==> src/rtl/matrix_operand_loader_pkg.sv <==
// Shared constants, state encoding and beat type for the 4x4 matrix operand loader.
// Elements are packed r*DIM+c, ELEM_W bits each, LSB-first.
package matrix_pkg;

    localparam int DIM      = 4;
    localparam int ELEM_W   = 3;
    localparam int N_ELEM   = 2 * DIM * DIM;
    localparam int RES_W    = 8;
    localparam int BANK_N   = DIM * DIM;
    localparam int IDX_W    = $clog2(BANK_N);
    localparam int CNT_W    = $clog2(N_ELEM);
    localparam int FLAT_W   = BANK_N * ELEM_W;
    localparam logic [CNT_W-1:0] LAST_IDX = CNT_W'(N_ELEM - 1);

    typedef enum logic [1:0] {
        INIT = 2'd0,
        LOAD = 2'd1,
        FULL = 2'd2
    } state_t;

    typedef struct packed {
        logic [ELEM_W-1:0] data;
        logic              last;
    } beat_t;

    function automatic int flat_lsb(input int r, input int c);
        return (r * DIM + c) * ELEM_W;
    endfunction

endpackage

==> src/rtl/matrix_operand_loader_if.sv <==
// Element stream in, held operand set out. The loader uses the slave modport.
interface matrix_operand_loader_if;
    import matrix_pkg::*;

    logic              in_valid;
    logic              in_ready;
    logic [ELEM_W-1:0] in_data;
    logic              in_last;
    logic              out_valid;
    logic              out_ready;
    logic [FLAT_W-1:0] a_flat;
    logic [FLAT_W-1:0] b_flat;
    logic              err_len;

    modport slave (
        input  in_valid, in_data, in_last, out_ready,
        output in_ready, out_valid, a_flat, b_flat, err_len
    );

    modport master (
        output in_valid, in_data, in_last, out_ready,
        input  in_ready, out_valid, a_flat, b_flat, err_len
    );

endinterface

==> src/rtl/matrix_operand_loader_elem_bank.sv <==
// 16-entry element register bank with a single write port and a flat read bus.
module mat_elem_bank
    import matrix_pkg::*;
(
    input  logic              clk_i,
    input  logic              rst_ni,
    input  logic              we_i,
    input  logic [IDX_W-1:0]  widx_i,
    input  logic [ELEM_W-1:0] wdata_i,
    output logic [FLAT_W-1:0] rd_flat_o
);

    logic [BANK_N-1:0][ELEM_W-1:0] mem_q;

    always_ff @(posedge clk_i or negedge rst_ni) begin
        if (!rst_ni) begin
            mem_q <= '0;
        end else if (we_i) begin
            mem_q[widx_i] <= wdata_i;
        end
    end

    assign rd_flat_o = mem_q;

endmodule

==> src/rtl/matrix_operand_loader.sv <==
// Collects a 32-element serial frame (A then B, row-major) and holds it on flat
// buses until the downstream multiplier takes it; flags frame-length violations.
module matrix_operand_loader
    import matrix_pkg::*;
(
    input  logic                     clk,
    input  logic                     rst_n,
    matrix_operand_loader_if.slave   bus
);

    state_t            state_q, state_d;
    logic [CNT_W-1:0]  cnt_q, cnt_d;
    logic              in_ready_q, out_valid_q, err_q, err_d;
    logic              wr_en;
    logic [1:0]        bank_we;
    logic [1:0][FLAT_W-1:0] bank_rd;
    beat_t             beat;

    assign beat = '{data: bus.in_data, last: bus.in_last};

    always_ff @(posedge clk or negedge rst_n) begin
        if (!rst_n) begin
            state_q     <= INIT;
            cnt_q       <= '0;
            in_ready_q  <= 1'b0;
            out_valid_q <= 1'b0;
            err_q       <= 1'b0;
        end else begin
            state_q     <= state_d;
            cnt_q       <= cnt_d;
            in_ready_q  <= (state_d == LOAD);
            out_valid_q <= (state_d == FULL);
            err_q       <= err_d;
        end
    end

    always_comb begin
        state_d = state_q;
        cnt_d   = cnt_q;
        err_d   = 1'b0;
        wr_en   = 1'b0;
        bank_we = '0;
        case (state_q)
            INIT: state_d = LOAD;
            LOAD: begin
                if (bus.in_valid && in_ready_q) begin
                    if (beat.last && cnt_q != LAST_IDX) begin
                        // Early last: drop the beat and restart the frame.
                        cnt_d = '0;
                        err_d = 1'b1;
                    end else begin
                        wr_en = 1'b1;
                        if (cnt_q == LAST_IDX) begin
                            state_d = FULL;
                            cnt_d   = '0;
                            err_d   = ~beat.last;
                        end else begin
                            cnt_d = cnt_q + 1'b1;
                        end
                    end
                end
            end
            FULL: if (bus.out_ready) state_d = LOAD;
            default: state_d = INIT;
        endcase
        bank_we[cnt_q[CNT_W-1]] = wr_en;
    end

    // Bank 0 holds A (indices 0-15), bank 1 holds B (indices 16-31).
    for (genvar b = 0; b < 2; b++) begin : g_bank
        mat_elem_bank u_bank (
            .clk_i     (clk),
            .rst_ni    (rst_n),
            .we_i      (bank_we[b]),
            .widx_i    (cnt_q[IDX_W-1:0]),
            .wdata_i   (beat.data),
            .rd_flat_o (bank_rd[b])
        );
    end

    assign bus.in_ready  = in_ready_q;
    assign bus.out_valid = out_valid_q;
    assign bus.err_len   = err_q;
    assign bus.a_flat    = bank_rd[0];
    assign bus.b_flat    = bank_rd[1];

endmodule

==> src/flat_wrapper.sv <==
// flat-port wrapper written by rule: the top's interface ports become plain ports
module matrix_operand_loader_flat import matrix_pkg::*;
  (clk, rst_n, bus_in_valid, bus_in_data, bus_in_last, bus_out_ready, bus_in_ready, bus_out_valid, bus_a_flat, bus_b_flat, bus_err_len);
  matrix_operand_loader_if bus_i ();
  input  logic clk;
  input  logic rst_n;
  input wire logic [$bits(bus_i.in_valid)-1:0] bus_in_valid;
  input wire logic [$bits(bus_i.in_data)-1:0] bus_in_data;
  input wire logic [$bits(bus_i.in_last)-1:0] bus_in_last;
  input wire logic [$bits(bus_i.out_ready)-1:0] bus_out_ready;
  output wire logic [$bits(bus_i.in_ready)-1:0] bus_in_ready;
  output wire logic [$bits(bus_i.out_valid)-1:0] bus_out_valid;
  output wire logic [$bits(bus_i.a_flat)-1:0] bus_a_flat;
  output wire logic [$bits(bus_i.b_flat)-1:0] bus_b_flat;
  output wire logic [$bits(bus_i.err_len)-1:0] bus_err_len;
  assign bus_i.in_valid = bus_in_valid;
  assign bus_i.in_data = bus_in_data;
  assign bus_i.in_last = bus_in_last;
  assign bus_i.out_ready = bus_out_ready;
  assign bus_in_ready = bus_i.in_ready;
  assign bus_out_valid = bus_i.out_valid;
  assign bus_a_flat = bus_i.a_flat;
  assign bus_b_flat = bus_i.b_flat;
  assign bus_err_len = bus_i.err_len;
  matrix_operand_loader u_core (.clk(clk), .rst_n(rst_n), .bus(bus_i));
endmodule
==> config.mk <==
export PLATFORM = sky130hd
export DESIGN_NAME = matrix_operand_loader_flat
export DESIGN_NICKNAME = d
export VERILOG_FILES = /design/src/rtl/matrix_operand_loader_pkg.sv /design/src/rtl/matrix_operand_loader_if.sv /design/src/rtl/matrix_operand_loader_elem_bank.sv /design/src/rtl/matrix_operand_loader.sv /design/src/flat_wrapper.sv
export SDC_FILE = /design/constraint.sdc
export NUM_CORES = 1
export LEC_CHECK = 0
export CELL_PAD_IN_SITES_DETAIL_PLACEMENT = 0
export CELL_PAD_IN_SITES_GLOBAL_PLACEMENT = 1
export CORE_MARGIN = 2
export CORE_UTILIZATION = 43
export DETAILED_ROUTE_END_ITERATION = 6
export HOLD_SLACK_MARGIN = 0.12
export PLACE_DENSITY_LB_ADDON = 0.1
export SYNTH_ARGS = -nofsm -noshare
export SYNTH_HDL_FRONTEND = slang
export SYNTH_SLANG_ARGS = --single-unit
==> constraint.sdc <==
create_clock -name clk -period 5.1 [get_ports clk]
set_clock_uncertainty 0.2 [all_clocks]
set_input_delay 1.02 -clock clk [delete_from_list [all_inputs] [get_ports clk]]
set_output_delay 1.02 -clock clk [all_outputs]
set_load 0.02 [all_outputs]
==> summary.txt <==
Layout
  • Area grow syn2layout: 29.7%
  • Layout cells sized above 1: 0.321
  • Layout fillers: 894
  • Register area: 2650 µm²
  • Layout Nets: 425
  • Area of the multi-input gates: 1770 µm²
  • Antenna diodes: 0

Worst setup path
  • Reg2Reg Depth: 7
  • R2R setup slack: 1.41 ns
  • CP peak stage delay: 0.95 ns
  • CP endpoint kind: register
  • Crit-path most repeated cell: ha_1
  • Worst-path maximum fanout: 19
  • Critical path startpoint category: register
  • Critical Path AT: 3.73 ns
  • Critical path, cell by cell: and3_1, ha_1, inv_1, ha_1, nor2_1, nor4b_2, mux2_2
  • Slowest CP cell: dfrtp_1
  • Worst EP required: 5.15 ns
  • Crit path kind: reg2reg

Timing
  • Worst Setup Slack, final: 1.41 ns
  • Tmin final: 3.69 ns
  • Actual slew at the worst max-slew pin: 0.916 ns
  • Final hold vios: 0
  • Max Transition Viols Final: 0
  • F_max: 0.271 GHz
  • Tcrit/Tclk final: 0.723
  • Max-slew headroom: 0.387
  • Total negative slack: 0 ns
  • Final setup vio count: 0
  • RSZ-0062 raised after global routing: false

Logic synthesis
  • FF+latch count, synth: 106
  • Post-synth top cells: dfrtp_1 (106), mux2_2 (96), clkbuf_1 (10)
  • Synth Cell Area: 4530 µm²
  • Area contributors post-synth: dfrtp_1 (59%), mux2_2 (24%), nor4_4 (2.8%)
  • Cell taking the most area after synthesis: dfrtp_1
  • Mapped Nets: 322
  • Most used DFF post-synth: dfrtp_1
  • Number of distinct library cells after synthesis: 32
  • FFs w/ async S/R, synth: 1.00
  • Number of flops mapped to enable cells by yosys: 0
  • Synth top area share: 0.585
  • Ys Warns: 0
  • Sequential share of the synthesized area: 0.585
  • Most common cell in the netlist: dfrtp_1
  • Synth Instances: 308
  • Synthesized area per cell: 14.7 µm²

Min path
  • Hold path depth: 1
  • Hold Crit Class: reg2reg

Drt
  • Final wirelength: 9.61 mm
  • Drt via density: 5.18
  • Routed len/inst: 17.5 µm
  • Initial DRC count: 58
  • Via count: 2851
  • First drt pass iteration count: 6
  • Antenna viol nets, final: 0
  • DRC Markers: 0

Pwr
  • Leakage power: 2.63 nW
  • Sw frac: 0.272
  • Clk network pwr share: 0.288
  • Combinational group share of total power: 0.177
  • Peak VDD IR: 275 µV
  • Cell internal pwr: 0.00127 W
  • P_sw: 0.000474 W
  • Pwr/cell area: 296 nW/µm²
  • Sequential power share: 0.535

Global routing
  • Largest net degree at the start of global routing: 73
  • Initial antenna violation count: 0
  • Gr usage total: 0.179
  • Vias in the first global route: 2884
  • First-pass GRT wire length: 15.8 mm
  • GRT Residual Overflow: 0

Floorplan
  • Die Span Y: 107 µm
  • Die width: 107 µm
  • Total Die Area: 11400 µm²
  • CORE AREA: 10300 µm²
  • Boundary Pins: 107
  • Initial core utilization: 0.441
  • Rows: 37

Clocking
  • H-tree levels: 3
  • Longest Clk Path Bufs: 2
  • CTS tree: built
  • CTS buffer count: 9
  • Clock-pin slew on the worst setup and hold paths: 0.09 ns
  • Hold_buf cts: 0
  • Root Buffer: clkbuf_8
  • Clock Sinks: 106
  • Post-CTS sizing: 0
  • Setup repair bufs after CTS: 0
  • Clock insertion delay at the later pin of the skew report: 0.36 ns

Job
  • MaxCap Viol Count: 0

Placement
  • Pre-CTS setup slack: 1.40 ns
  • IO buf count: 106
  • Hpwl dp: 6.40 mm
  • Placer congestion estimate: 0.757

Outcome
  • Run status: complete, no violations
## logic make-up (layout without fill, tap and decap cells)
kind of cell               count (synthesis)  in the layout  synth area share
muxes                                     96             96             0.239
and+or+nand+nor                           66             66             0.120
AOI/OAI and AO/OA                         11             11            0.0152
DFF                                      106            106             0.585
buffers and inverters                     23            129            0.0246
adders and majority gates                  6              6            0.0166
## metrics by stage
stage / util / hold slack, ns / total power (W) / instances / area, µm²
after floorplan: - / 0.312 / 0.00110 / 308 / 4530
after global placement: 0.554 / 0.288 / 0.00126 / 536 / 5700
after detailed placement: 0.554 / 0.292 / 0.00126 / 536 / 5700
after CTS: 0.572 / 0.316 / 0.00176 / 550 / 5880
after global routing: 0.572 / 0.323 / 0.00182 / 550 / 5880
final: 0.572 / 0.310 / 0.00174 / 550 / 5880
## sequential cells by signal, summed over array words and instances (netlist names)
register and flops:
u_core.g_bank.u_bank.rd_flat_o 96, u_core.cnt_q 5, u_core.bus.out_valid 1, u_core.bus.in_ready 1, u_core.state_q 2, u_core.bus.err_len 1
## power groups by stage
stage	registers, W	clock network (W)	logic, W
finish	0.000931	0.000502	0.000309
floorplan	0.00101	0	0.0000903
detailed placement	0.000947	0	0.000313
CTS	0.000931	0.000519	0.000314
global placement	0.000946	0	0.000311
global route	0.000938	0.000554	0.000329
## worst max-delay path: cells and delay by family, from the launching register on
kind | cells | cell delay (ns)
adders and majority gates | 2 | 0.55
buffers and inverters | 1 | 0.06
DFF | 1 | 0.95
muxes | 1 | 0.38
and+or+nand+nor | 3 | 1.43
## path summary, 6_finish.rpt
| check | start | end |
|---|---|---|
| worst max-delay path | u_core.cnt_q[2] | u_core.g_bank[0].u_bank.rd_flat_o[34] |
| worst min-delay path | u_core.g_bank[1].u_bank.rd_flat_o[32] | u_core.g_bank[1].u_bank.rd_flat_o[32] |
| worst max register to register | u_core.cnt_q[2] | u_core.g_bank[0].u_bank.rd_flat_o[34] |
| worst min register to register | u_core.g_bank[1].u_bank.rd_flat_o[32] | u_core.g_bank[1].u_bank.rd_flat_o[32] |
| max in group asynchronous | rst_n | u_core.g_bank[0].u_bank.rd_flat_o[47] |
| min in group asynchronous | rst_n | u_core.g_bank[1].u_bank.rd_flat_o[13] |
## cell type report
| type | count | area share |
|---|---|---|
| flip-flops and latches | 106 | 0.451 |
| multi-input cells | 179 | 0.301 |
| repair buffers | 110 | 0.185 |
| clock inverters | 4 | 0.00915 |
| well taps | 136 | 0.0289 |
| clock buffers | 10 | 0.0217 |
| inverters | 5 | 0.00319 |
## per-layer routing
| metal | track usage | routed length [µm] | part of all wire |
|---|---|---|---|
| met5 | 0 | 0 | 0 |
| met4 | 0.0575 | 115 | 0.012 |
| met3 | 0.0340 | 415 | 0.043 |
| met2 | 0.287 | 4770 | 0.50 |
| met1 | 0.247 | 4300 | 0.45 |
## cells in the final DEF (no fill, tap or decap), types with 2 or more instances in the layout
cell / instances
inv_1: 5
mux2_2: 96
clkdlybuf4s50_1: 105
ha_1: 6
clkbuf_8: 9
nor2b_1: 4
nor2_1: 4
nand3_1: 7
clkinvlp_4: 2
nor4_4: 6
nand2_1: 7
buf_4: 5
o21ai_0: 5
nand2b_1: 6
o2bb2ai_1: 2
a21oi_1: 2
nand4_1: 9
nand3b_1: 4
nor3_2: 9
dfrtp_1: 106
Power figures use the tool's default switching activity.
